==> config.mk <==
export PLATFORM = sky130hd
export DESIGN_NAME = magnitude_compare_sequencer_flat
export DESIGN_NICKNAME = d
export VERILOG_FILES = /design/src/rtl/magnitude_compare_sequencer_if.sv /design/src/rtl/magnitude_compare_sequencer.sv /design/src/flat_wrapper.sv
export SDC_FILE = /design/constraint.sdc
export NUM_CORES = 1
export LEC_CHECK = 0
export ABC_CLOCK_PERIOD_IN_PS = 2400
export CAP_MARGIN = 20
export CORE_MARGIN = 2
export CORE_UTILIZATION = 33
export DETAILED_ROUTE_END_ITERATION = 7
export GPL_ROUTABILITY_DRIVEN = 0
export PLACE_DENSITY = 0.62
export SYNTH_ARGS = -nofsm -noshare
export SYNTH_HDL_FRONTEND = slang
export SYNTH_SLANG_ARGS = --single-unit
export TNS_END_PERCENT = 100
==> constraint.sdc <==
create_clock -name clk -period 2.4 [get_ports clk]
set_input_delay 0.6 -clock clk [delete_from_list [all_inputs] [get_ports clk]]
set_output_delay 0.6 -clock clk [all_outputs]
set_load 0.01 [all_outputs]
==> src/rtl/magnitude_compare_sequencer_if.sv <==
// Bundles the requester handshake, the result bus and the slice path to the
// external 2-bit comparator. Signal suffixes are from the sequencer's side.
interface magnitude_compare_sequencer_if #(
    parameter int WIDTH = 8
);
    // requester side
    logic             start_i;
    logic [WIDTH-1:0] a_i;
    logic [WIDTH-1:0] b_i;
    logic             busy_o;
    logic             done_o;
    logic             gt_o;
    logic             eq_o;
    logic             lt_o;
    logic             err_o;

    // comparator slice side
    logic [1:0]       slice_a_o;
    logic [1:0]       slice_b_o;
    logic             slice_gt_i;
    logic             slice_eq_i;
    logic             slice_lt_i;

    modport slave (
        input  start_i, a_i, b_i, slice_gt_i, slice_eq_i, slice_lt_i,
        output busy_o, done_o, gt_o, eq_o, lt_o, err_o, slice_a_o, slice_b_o
    );

    modport master (
        output start_i, a_i, b_i, slice_gt_i, slice_eq_i, slice_lt_i,
        input  busy_o, done_o, gt_o, eq_o, lt_o, err_o, slice_a_o, slice_b_o
    );
endinterface

==> src/rtl/magnitude_compare_sequencer.sv <==
// Walks an external 2-bit comparator slice across two WIDTH-bit operands,
// MSB pair first, stopping at the first unequal slice.
module magnitude_compare_sequencer #(
    parameter int WIDTH = 8
) (
    input  logic                          clk,
    input  logic                          rst_n,
    magnitude_compare_sequencer_if.slave  bus
);
    localparam int NSL  = WIDTH / 2;
    localparam int IDXW = (NSL > 1) ? $clog2(NSL) : 1;
    localparam logic [IDXW-1:0] IDX_TOP = IDXW'(NSL - 1);

    typedef enum logic [1:0] {
        IDLE = 2'd0,
        RUN  = 2'd1,
        DONE = 2'd2
    } state_t;

    state_t           state_q, state_d;
    logic [WIDTH-1:0] opa_q, opa_d;
    logic [WIDTH-1:0] opb_q, opb_d;
    logic [IDXW-1:0]  idx_q, idx_d;
    logic             gt_q, gt_d;
    logic             eq_q, eq_d;
    logic             lt_q, lt_d;
    logic             err_q, err_d;

    // Per-slice views of the captured operands, selected by idx below.
    logic [1:0] pair_a [NSL];
    logic [1:0] pair_b [NSL];

    generate
        for (genvar gi = 0; gi < NSL; gi++) begin : g_pair
            assign pair_a[gi] = opa_q[2*gi +: 2];
            assign pair_b[gi] = opb_q[2*gi +: 2];
        end
    endgenerate

    logic [1:0] cur_a;
    logic [1:0] cur_b;

    always_comb begin
        cur_a = 2'b00;
        cur_b = 2'b00;
        for (int i = 0; i < NSL; i++) begin
            if (idx_q == IDXW'(i)) begin
                cur_a = pair_a[i];
                cur_b = pair_b[i];
            end
        end
    end

    logic slice_onehot;

    always_comb begin
        unique case ({bus.slice_gt_i, bus.slice_eq_i, bus.slice_lt_i})
            3'b100, 3'b010, 3'b001: slice_onehot = 1'b1;
            default:                slice_onehot = 1'b0;
        endcase
    end

    always_ff @(posedge clk or negedge rst_n) begin
        if (!rst_n) begin
            state_q <= IDLE;
            opa_q   <= '0;
            opb_q   <= '0;
            idx_q   <= '0;
            gt_q    <= 1'b0;
            eq_q    <= 1'b0;
            lt_q    <= 1'b0;
            err_q   <= 1'b0;
        end else begin
            state_q <= state_d;
            opa_q   <= opa_d;
            opb_q   <= opb_d;
            idx_q   <= idx_d;
            gt_q    <= gt_d;
            eq_q    <= eq_d;
            lt_q    <= lt_d;
            err_q   <= err_d;
        end
    end

    always_comb begin
        state_d = state_q;
        opa_d   = opa_q;
        opb_d   = opb_q;
        idx_d   = idx_q;
        gt_d    = gt_q;
        eq_d    = eq_q;
        lt_d    = lt_q;
        err_d   = err_q;

        unique case (state_q)
            IDLE: begin
                if (bus.start_i) begin
                    opa_d   = bus.a_i;
                    opb_d   = bus.b_i;
                    idx_d   = IDX_TOP;
                    gt_d    = 1'b0;
                    eq_d    = 1'b0;
                    lt_d    = 1'b0;
                    err_d   = 1'b0;
                    state_d = RUN;
                end
            end
            RUN: begin
                // A malformed comparator answer takes priority over any verdict bit.
                if (!slice_onehot) begin
                    err_d   = 1'b1;
                    state_d = DONE;
                end else if (bus.slice_gt_i) begin
                    gt_d    = 1'b1;
                    state_d = DONE;
                end else if (bus.slice_lt_i) begin
                    lt_d    = 1'b1;
                    state_d = DONE;
                end else if (idx_q == '0) begin
                    eq_d    = 1'b1;
                    state_d = DONE;
                end else begin
                    idx_d   = idx_q - 1'b1;
                end
            end
            DONE: begin
                state_d = IDLE;
            end
            default: begin
                state_d = IDLE;
            end
        endcase
    end

    assign bus.busy_o    = (state_q != IDLE);
    assign bus.done_o    = (state_q == DONE);
    assign bus.slice_a_o = (state_q == RUN) ? cur_a : 2'b00;
    assign bus.slice_b_o = (state_q == RUN) ? cur_b : 2'b00;
    assign bus.gt_o      = gt_q;
    assign bus.eq_o      = eq_q;
    assign bus.lt_o      = lt_q;
    assign bus.err_o     = err_q;

endmodule
==> src/flat_wrapper.sv <==
// flat-port wrapper written by rule: the top's interface ports become plain ports
module magnitude_compare_sequencer_flat 
#(
    parameter int WIDTH = 8
)
  (clk, rst_n, bus_start_i, bus_a_i, bus_b_i, bus_slice_gt_i, bus_slice_eq_i, bus_slice_lt_i, bus_busy_o, bus_done_o, bus_gt_o, bus_eq_o, bus_lt_o, bus_err_o, bus_slice_a_o, bus_slice_b_o);
  magnitude_compare_sequencer_if #(.WIDTH(WIDTH)) bus_i ();
  input  logic clk;
  input  logic rst_n;
  input wire logic [$bits(bus_i.start_i)-1:0] bus_start_i;
  input wire logic [$bits(bus_i.a_i)-1:0] bus_a_i;
  input wire logic [$bits(bus_i.b_i)-1:0] bus_b_i;
  input wire logic [$bits(bus_i.slice_gt_i)-1:0] bus_slice_gt_i;
  input wire logic [$bits(bus_i.slice_eq_i)-1:0] bus_slice_eq_i;
  input wire logic [$bits(bus_i.slice_lt_i)-1:0] bus_slice_lt_i;
  output wire logic [$bits(bus_i.busy_o)-1:0] bus_busy_o;
  output wire logic [$bits(bus_i.done_o)-1:0] bus_done_o;
  output wire logic [$bits(bus_i.gt_o)-1:0] bus_gt_o;
  output wire logic [$bits(bus_i.eq_o)-1:0] bus_eq_o;
  output wire logic [$bits(bus_i.lt_o)-1:0] bus_lt_o;
  output wire logic [$bits(bus_i.err_o)-1:0] bus_err_o;
  output wire logic [$bits(bus_i.slice_a_o)-1:0] bus_slice_a_o;
  output wire logic [$bits(bus_i.slice_b_o)-1:0] bus_slice_b_o;
  assign bus_i.start_i = bus_start_i;
  assign bus_i.a_i = bus_a_i;
  assign bus_i.b_i = bus_b_i;
  assign bus_i.slice_gt_i = bus_slice_gt_i;
  assign bus_i.slice_eq_i = bus_slice_eq_i;
  assign bus_i.slice_lt_i = bus_slice_lt_i;
  assign bus_busy_o = bus_i.busy_o;
  assign bus_done_o = bus_i.done_o;
  assign bus_gt_o = bus_i.gt_o;
  assign bus_eq_o = bus_i.eq_o;
  assign bus_lt_o = bus_i.lt_o;
  assign bus_err_o = bus_i.err_o;
  assign bus_slice_a_o = bus_i.slice_a_o;
  assign bus_slice_b_o = bus_i.slice_b_o;
  magnitude_compare_sequencer #(.WIDTH(WIDTH)) u_core (.clk(clk), .rst_n(rst_n), .bus(bus_i));
endmodule
==> impl_metrics.csv <==
group,metric,value,unit
status,status,"complete, no violations",
power,seqPwrFrac,0.385,
global_routing,grt_pass1_vias,1006,
timing,final_max_slew_viol_count,0,
global_routing,grt-ovfl-total,0,
floorplan,io_pins,32,
global_routing,grt_max_degree,25,
global_routing,grt_pass1_wl,4570,um
yosys,synth_most_common_cell,"dfrtp_1",
cells_and_area,final_util,0.476,
setup_path,crit_type,"reg -> out",
yosys,synth_edf_count,0,
clocking,cts-root-buf,"clkbuf_8",
timing,finalSetupViolCount,0,
drt,drt_wl_total,2640,um
clocking,clockBufferDepth,2,
yosys,synth_area_leaders,"dfrtp_1, mux2_2, ha_1",
worst_hold_path,hold_path_class,"reg -> reg",
setup_path,arrival,1.74,ns
cells_and_area,seq_area,601,um2
yosys,yosys.area.top_type_share,0.489,
timing,period_share,0.977,
power,p_total,0.00160,W
setup_path,crit_path_start,"u_core.idx_q[1]",
setup_path,cp-end-kind,"primary output",
yosys,synth_fp_nets,138,
power,p_int,0.00108,W
global_routing,antenna_found_initial,0,
power,powerDensity,930,nW/um2
yosys,ys_dominant_reg_cell,"dfrtp_1",
setup_path,crit_fanout,8,
timing,finalHoldViolCount,0,
global_routing,gr-usage-met3,0.0208,
place,numPortBuffers,31,
cells_and_area,n_fill_cell,355,
yosys,mappedNetlistArea,1230,um2
clocking,ctsHoldBuffers,0,
setup_path,ff2ff_setup_slack,0.55,ns
yosys,yosysWarningCount,0,
floorplan,die_x,65.0,um
drt,drt_first_pass_iters,4,
power,switching_share,0.323,
power,power_switching,0.000516,W
job,drv_cap,0,
floorplan,start_util,0.340,
yosys,yosysSeqAreaShare,0.489,
power,ir_drop,0.385,mV
floorplan,num_rows,22,
clocking,cts_tree,"done",
floorplan,fp.dieArea,4220,um2
setup_path,worstPathRequired,1.80,ns
clocking,clk_latency,0.28,ns
drt,drc,0,
power,clkPwrFrac,0.228,
yosys,synth_common_cells,"dfrtp_1, mux2_2, a21oi_1, nand2_1, inv_1",
power,power_leakage,0.736,nW
clocking,clkTransAtPathRegs,0.09,ns
setup_path,startpoint_type,"register",
yosys,ys_seq_elements,24,
timing,slew_headroom,0.629,
global_routing,gr-max-usage-layer,"met2",
global_routing,met1_usage,0.183,
cells_and_area,multi_input_area,589,um2
timing,worst_pin_slew,0.548,ns
floorplan,core,3610,um2
yosys,async_flop_share,1.00,
yosys,synth_largest_area_cell,"dfrtp_1",
yosys,yosysUniqueCellTypes,28,
drt,wl_per_cell,13.3,um
power,p_comb_frac,0.386,
global_routing,met2_usage,0.227,
cells_and_area,diodes,0,
timing,max_clock_freq,427,MHz
cells_and_area,area_delta_synth_final,39.9,%
drt,ant_nets,0,
timing,period_needed,2.34,ns
yosys,synth.avg_cell_area,11.1,um2
drt,vias,976,
floorplan,die_h,65.0,um
drt,routed_via_density,4.90,
cells_and_area,drive_gt1_frac,0.258,
timing,rsz0062_at_grt,"true",
clocking,htree_num_levels,1,
setup_path,r2r-start,"u_core.idx_q[0]",
yosys,synth_cells,111,
drt,drt_iter0_drc,35,
worst_hold_path,min_from,"u_core.bus.err_o",
cells_and_area,nets,179,
clocking,cts_num_sinks,24,
global_routing,grt_util_all_layers,0.140,
place,dp_hpwl,1980,um
clocking,cts_buffers,3,
timing,skew,0.00806,ns
power by group through the flow:
stage / Clock, W / Combinational (W) / Sequential, W
floorplan: 0 / 0.000369 / 0.000603
global placement: 0 / 0.000593 / 0.000615
detailed placement: 0 / 0.000609 / 0.000621
CTS: 0.000369 / 0.000612 / 0.000615
global route: 0.000380 / 0.000685 / 0.000631
finish: 0.000365 / 0.000616 / 0.000615
per-layer routing:
| metal | part of all wire | up-vias | routed length, um |
|---|---|---|---|
| li1 | - | 475 | - |
| met1 | 0.45 | 472 | 1190 |
| met2 | 0.49 | 23 | 1300 |
| met3 | 0.039 | 6 | 103 |
| met4 | 0.021 | 0 | 55 |
| met5 | 0 | - | 0 |
placed cells by master, fill, tap and decap left out, types with 5 or more instances in the layout:
master,count
clkdlybuf4s50_1,27
dfrtp_1,24
mux2_2,12
buf_4,10
a21oi_1,9
nand2_1,9
inv_1,6
nor2_1,5
o21ai_0,5
metrics by stage:
stage	setup TNS (ns)	worst slack [ns]	hold WS (ns)	cells	cell area [um2]
floorplan	0	0.356	0.304	111	1230
global placement	-0.306	-0.0868	0.468	194	1640
detailed placement	-0.439	-0.129	0.483	194	1640
CTS	0	0.0259	0.505	199	1710
global route	-0.0858	-0.0417	0.519	199	1720
finish	0	0.0562	0.499	199	1720
critical path, stage by stage (launching register included):
cell and delay [ns]:
dfrtp_1 0.43, inv_2 0.10, ha_2 0.24, a21oi_1 0.08
a221o_1 0.32, a21oi_1 0.14, buf_2 0.16
logic make-up (layout without fill, tap and decap cells):
family                   after synthesis  in the layout  share of synthesized area
AND/OR/NAND/NOR                       28             28                      0.139
XOR/XNOR                               1              1                    0.00714
AO/OA/AOI/OAI                         28             28                      0.156
buffers and inverters                 13             53                     0.0479
adder cells (fa/ha/maj)                5              5                     0.0510
flip-flops                            24             24                      0.489
multiplexers                          12             12                      0.110
worst paths after layout:
path,endpoint,depth (start not counted)
setup / recovery,bus_slice_a_o[1],6
hold / removal,u_core.bus.err_o,1
setup reg to reg,u_core.idx_q[1],7
hold reg to reg,u_core.bus.err_o,1
max in group asynchronous,u_core.opa_q[5],2
min in group asynchronous,u_core.opa_q[4],2
state kept, by name, indices dropped and copies added (netlist names):
name and cells:
u_core.bus.gt_o 1, u_core.state_q 2, u_core.opa_q 8, u_core.bus.err_o 1
u_core.bus.lt_o 1, u_core.idx_q 2, u_core.bus.eq_o 1, u_core.opb_q 8
area by class of cell:
type / count / share of cell area
Tap cell: 48 / 0.0350
Timing Repair Buffer: 41 / 0.213
Clock inverter: 1 / 0.0175
Clock buffer: 3 / 0.0241
Multi-Input combinational cell: 74 / 0.343
Inverter: 8 / 0.0175
Sequential cell: 24 / 0.350
timing repair:
action,CTS,global route
setup buffers,1,0
pin swaps,0,0
setup endpoints to repair,4,4
gates resized for setup,22,1
Power figures use the tool's default switching activity.
